**src/rtl/ir_queue.sv**
```systemverilog
// ir_queue: FIFO of fetched instruction words with the head presented as decoded MIPS fields
//   Parameters: DEPTH (entries, power of 2, >= 2), RESET_INSTR (head word while empty)
//   Inputs : clk, rst_n (async active-low), flush, wr_en/wr_data (push), rd_en (pop)
//   Outputs: full, empty, count, ovf (sticky push-while-full), instr, op/rs/rt/rd/shamt/funct/imm
//   Option : IR_QUEUE_PC_TAG_EN adds wr_pc input and head_pc output (PC tag per entry)
module ir_queue #(
    parameter int unsigned DEPTH = 4,
    parameter logic [31:0] RESET_INSTR = 32'h0000_0000,
    localparam int unsigned AW = $clog2(DEPTH)
) (
    input  logic          clk,
    input  logic          rst_n,
    input  logic          flush,
    input  logic          wr_en,
    input  logic [31:0]   wr_data,
`ifdef IR_QUEUE_PC_TAG_EN
    input  logic [31:0]   wr_pc,
    output logic [31:0]   head_pc,
`endif
    input  logic          rd_en,
    output logic          full,
    output logic          empty,
    output logic [AW:0]   count,
    output logic          ovf,
    output logic [31:0]   instr,
    output logic [5:0]    op,
    output logic [4:0]    rs,
    output logic [4:0]    rt,
    output logic [4:0]    rd,
    output logic [4:0]    shamt,
    output logic [5:0]    funct,
    output logic [15:0]   imm
);
    logic [31:0]   mem_q [DEPTH];
    logic [AW-1:0] wr_ptr_q, wr_ptr_d, rd_ptr_q, rd_ptr_d;
    logic [AW:0]   count_q, count_d;
    logic          ovf_q, ovf_d;
    logic          push, pop;
    // a full queue still accepts a push when the head leaves in the same cycle
    assign push = wr_en && (!full || rd_en);
    assign pop  = rd_en && !empty;
    always_comb begin
        wr_ptr_d = flush ? '0 : push ? wr_ptr_q + AW'(1) : wr_ptr_q;
        rd_ptr_d = flush ? '0 : pop ? rd_ptr_q + AW'(1) : rd_ptr_q;
        count_d  = flush ? '0 : (push && !pop) ? count_q + (AW+1)'(1) :
                   (pop && !push) ? count_q - (AW+1)'(1) : count_q;
        ovf_d    = flush ? 1'b0 : (ovf_q || (wr_en && full && !rd_en));
    end
    always_ff @(posedge clk or negedge rst_n) begin
        if (!rst_n) begin
            wr_ptr_q <= '0;
            rd_ptr_q <= '0;
            count_q  <= '0;
            ovf_q    <= 1'b0;
        end else begin
            wr_ptr_q <= wr_ptr_d;
            rd_ptr_q <= rd_ptr_d;
            count_q  <= count_d;
            ovf_q    <= ovf_d;
        end
    end
    // storage needs no reset: it is only visible through the head mux when non-empty
    always_ff @(posedge clk) begin
        if (push && !flush) mem_q[wr_ptr_q] <= wr_data;
    end
`ifdef IR_QUEUE_PC_TAG_EN
    logic [31:0] pc_q [DEPTH];
    always_ff @(posedge clk) begin
        if (push && !flush) pc_q[wr_ptr_q] <= wr_pc;
    end
    assign head_pc = empty ? 32'h0 : pc_q[rd_ptr_q];
`endif
    assign count = count_q;
    assign ovf   = ovf_q;
    assign full  = count_q == (AW+1)'(DEPTH);
    assign empty = count_q == '0;
    assign instr = empty ? RESET_INSTR : mem_q[rd_ptr_q];
    assign op    = instr[31:26];
    assign rs    = instr[25:21];
    assign rt    = instr[20:16];
    assign rd    = instr[15:11];
    assign shamt = instr[10:6];
    assign funct = instr[5:0];
    assign imm   = instr[15:0];
endmodule

```
**config.mk**
```make
export PLATFORM = sky130hd
export DESIGN_NAME = ir_queue
export DESIGN_NICKNAME = d
export VERILOG_FILES = /design/src/rtl/ir_queue.sv
export SDC_FILE = /design/constraint.sdc
export NUM_CORES = 1
export LEC_CHECK = 0
export CORE_MARGIN = 4
export CORE_UTILIZATION = 45
export CTS_CLUSTER_DIAMETER = 100
export DETAILED_ROUTE_END_ITERATION = 7
export PLACE_DENSITY = 0.72
export SYNTH_ARGS = -nofsm -noshare
export SYNTH_HDL_FRONTEND = slang
export SYNTH_SLANG_ARGS = --single-unit
export TNS_END_PERCENT = 20
```
**constraint.sdc**
```tcl
create_clock -name clk -period 9.8 [get_ports clk]
set_input_delay 2.45 -clock clk [delete_from_list [all_inputs] [get_ports clk]]
set_output_delay 2.45 -clock clk [all_outputs]
set_load 0.05 [all_outputs]
```
# [Word level (Yosys, flattened, before mapping)]
# Memories as Yosys holds them, arrays and structs flattened.
# Index checks and enable logic that the tools add are counted.
[word_totals] reg_bits=8 ram_bits=128 in_bits=37 out_inout_bits=86 word_cells=40 mem_count=1
[classes] add_sub_neg=4 n_eq_ne=1 mux=11 reduce_logical=19
[mem_list] memory="mem_q" words=4 width=32 read_ports=1 rd_ports_with_merged_regs=0 write_ports=1 line_no="34" text="logic [31:0] mem_q [DEPTH];"
[op_table] operator="two-way mux 32 bit" n=1
[op_table] operator="two-way mux 3 bit" n=3
[op_table] operator="two-way mux 2 bit" n=4
[op_table] operator="logical AND 1 bit" n=7
[op_table] operator="logical NOT 1 bit" n=6
[op_table] operator="adder 2 x 1 -> 2 bit, second input constant" n=2
[op_table] operator="nonzero test 2 bit" n=2
[op_table] operator="adder 3 x 1 -> 3 bit, second input constant" n=1
[op_table] operator="== test 3 bit, second input constant" n=1
[op_table] operator="logical NOT 3 bit" n=1
[op_table] operator="two-way mux 1 bit" n=3
[op_table] operator="nonzero test 3 bit" n=1
[op_table] operator="subtractor 3 x 1 -> 3 bit, second input constant" n=1
[op_table] operator="logical OR 1 bit" n=2

# [Logic depth before layout (Yosys ltp)]
[logic_depth] ltp_word=9 mapped_depth=8 mapped_depth_nobuf=7

# [Worst setup path after synthesis]
# Ideal clock, no wire load.
[synth_path] path_type="in2reg" from="input port wr_en" to="memory mem_q[0][0] (enable)" setup_ns=0.468 arrival_ns=5.212 t_required_ns=9.332 path_slack_ns=4.120 cell_stages=3 n_path_buf=1 cell_sequence="buf_2 > o21ai_0 > nor3b_1"
[synth_between] elab_chain_cells=4
[synth_rtl] item="start: declaration" line_no="14" text="input logic wr_en,"
[synth_rtl] item="logical AND 1 bit" line_no="40" text="assign push = wr_en && (!full || rd_en);"
[synth_rtl] item="logical AND 1 bit" line_no="64" text="if (push && !flush) mem_q[wr_ptr_q] <= wr_data;"
[synth_rtl] item="two-way mux 1 bit" line_no="64"
[synth_rtl] item="two-way mux 1 bit (implied by the code)" line_no="64"
[synth_rtl] item="end: declaration" line_no="34"
# Every way passes these cells.

# [Final worst setup path]
[layout_path] from="register rd_ptr_q[0]" to="output port instr[2]"
[layout_between] elab_chain_cells=2
[layout_rtl] item="start: declaration" line_no="35" text="logic [AW-1:0] wr_ptr_q, wr_ptr_d, rd_ptr_q, rd_ptr_d;"
[layout_rtl] item="start signal: assignment" line_no="57" text="rd_ptr_q <= rd_ptr_d;"
[layout_rtl] item="memory (4 x 32 bit)"
[layout_rtl] item="two-way mux 32 bit" line_no="77" text="assign instr = empty ? RESET_INSTR : mem_q[rd_ptr_q];"
[layout_rtl] item="end: declaration" line_no="25" text="output logic [31:0] instr,"
# Every way passes these cells.

==> reports/results.ini <==
[clock_tree]
numCtsBuffers = 17
post_cts_buffers = 0
cts_resized = 0
htreeDepth = 4
clk_path_buf_depth = 2
ctsHoldBuffers = 0
clkLatencyLatePin_ns = 0.41
clock_sinks = 136
path_clk_slew_ns = 0.05
cts_tree = yes
clockRootBuffer = clkbuf_16

[floorplanning]
dieWidth_um = 121
die_area_um2 = 14700
start_util = 0.458
top_level_ports = 123
die-height_um = 121
core_area_um2 = 12600
rows = 41

[flow_run]
maxCapViolCount = 0

[logic_synthesis]
yosysWarnings = 0
synth_xor_area_frac = 0.00303
synth_top_family_by_area = multiplexers
synth_edf_count = 128
yosys-mux-area-fraction = 0.133
synth_compound_area_frac = 0.0134
netlist_instances = 316
synth.top_cell.area_share = 0.665
yosysUniqueCellTypes = 32
synthTopCellsByArea = edfxtp_1, mux4_2, buf_4, dfrtp_1, nor2b_1
synth_ff_type = edfxtp_1
avgSynthCellArea_um2 = 18.3
ys_async_sr_fraction = 0.0588
synth_top_area_cell = edfxtp_1
mappedNetlistArea_um2 = 5780
ys_seq_area_frac = 0.699
ys_ff_latch = 136
syn_nets = 358
synth_fa_ha_area_frac = 0.0121
synthSimpleGateAreaFrac = 0.0591

[route]
wl_um = 10600
wl_per_cell_um = 18.2
first_iter_violations = 129
vias = 2939
post-route-drc-count = 0
ant_nets = 0
routed_via_density = 5.02
dr.pass1.iters = 4

[sta]
rsz0062_at_grt = no
finalHoldViolCount = 0
max_clock_freq_mhz = 182
worst_slew_pin_slew_ns = 0.938
max_slew_margin = 0.372
fin_crit_ns = 5.49
finClkSkew_ns = 0.0100
final.setup.tns_ns = 0
fin_ws_ns = 4.31
setup_viol = 0
fin_crit_sh = 0.560
finalMaxSlewViolations = 0

[grt]
antenna_found_initial = 0
grt_usage = 0.154
grt_max_degree = 36
grt_overflow = 0
grt_pass1_vias = 3177
grt_pass1_wl_um = 16800

[finish]
layout_commonest_cell = edfxtp_1
drive_gt1_frac = 0.184
mostFrequentLayoutCells = edfxtp_1, clkdlybuf4s50_1, mux4_2, nor2b_1, clkbuf_16
diodes = 0
area_delta_synth_final_pct = 29.8
fill_cells = 976
fin_nets = 442
post-route-cell-area_um2 = 7510

[setup_path]
critPathMaxFanout = 19
worstPathRequired_ns = 7.35
worstSetupPathType = flop to output pin
setup.worst_path.end_class = output pin
cp.arrival_ns = 3.04
startpoint_type = flop

[outcome]
outcome = finished, final reports clean

[placement]
dpl_cell_area_um2 = 6850
hpwl_um = 6830
dpl_worst_slack_ns = 4.56
place_congestion = 0.721
port_buffers = 122

[min_path]
hold_class = flop to flop

==> area by class of cell <==
type | count | area (um2) | area share
clock buffer | 19 | 433 | 0.0576
clock inverter | 13 | 225 | 0.0300
inverter | 6 | 22.5 | 0.00300
multi-input combinational | 111 | 1300 | 0.173
sequential | 136 | 4050 | 0.539
tap | 172 | 215 | 0.0287
timing repair buffer | 128 | 1270 | 0.169
==> stage by stage <==
stage	hold WS (ns)	cells	util
2_1_floorplan	0.554	316	-
4_1_cts	0.529	585	0.595
3_3_place_gp	0.530	553	0.543
5_1_grt	0.559	585	0.595
6_report	0.523	585	0.595
3_5_place_dp	0.512	553	0.543
==> Yosys cell counts, types with 2 or more instances <==
cell,instances
a31oi_1,2
mux4_2,32
clkbuf_1,5
nor2b_1,32
nor2_1,11
or3_1,2
nand2b_1,3
inv_1,6
edfxtp_1,128
o21a_1,2
ha_1,4
buf_2,6
nor3b_1,5
dfrtp_1,8
buf_4,51
mux2_2,2
o21ai_0,2
==> registers in the layout (all words and copies together), names as in the netlist <==
signal,count
rd_ptr_q,2
wr_ptr_q,2
ovf,1
count,3
mem_q,128
==> worst paths after layout <==
check                             from          end  slack [ns]  depth (start not counted)
max reg2reg                   count[2]  mem_q[3][1]        7.13                          4
min                                ovf          ovf        0.52                          2
max                        rd_ptr_q[0]     instr[2]        4.31                          4
max in group asynchronous        rst_n  rd_ptr_q[0]        7.15                          1
min reg2reg                        ovf          ovf        0.52                          2
min in group asynchronous        rst_n     count[0]        2.34                          1
==> worst max-delay path: stages, from the launching register on <==
cell and delay (ns):
dfrtp_2 0.69, buf_4 0.47, mux4_2 0.56, nor2b_1 0.17
clkdlybuf4s50_1 0.73
==> metal layers <==
| layer | up-vias | global-route usage | part of all wire |
|---|---|---|---|
| met5 | - | 0 | 0 |
| met4 | 0 | 0.0532 | 0.014 |
| met3 | 16 | 0.0522 | 0.055 |
| met2 | 93 | 0.257 | 0.53 |
| met1 | 1499 | 0.188 | 0.40 |
| li1 | 1331 | - | - |
==> logic make-up after synthesis <==
logic type,Yosys count
DFF,136
buffers and inverters,69
and+or+nand+nor,57
muxes,36
AOI/OAI and AO/OA,11
adders and majority gates,5
xor gates and xnor gates,2
Power is left out: the tool's default activity adds up to more than one toggle a clock period on the data nets, which glitch-free logic cannot reach.
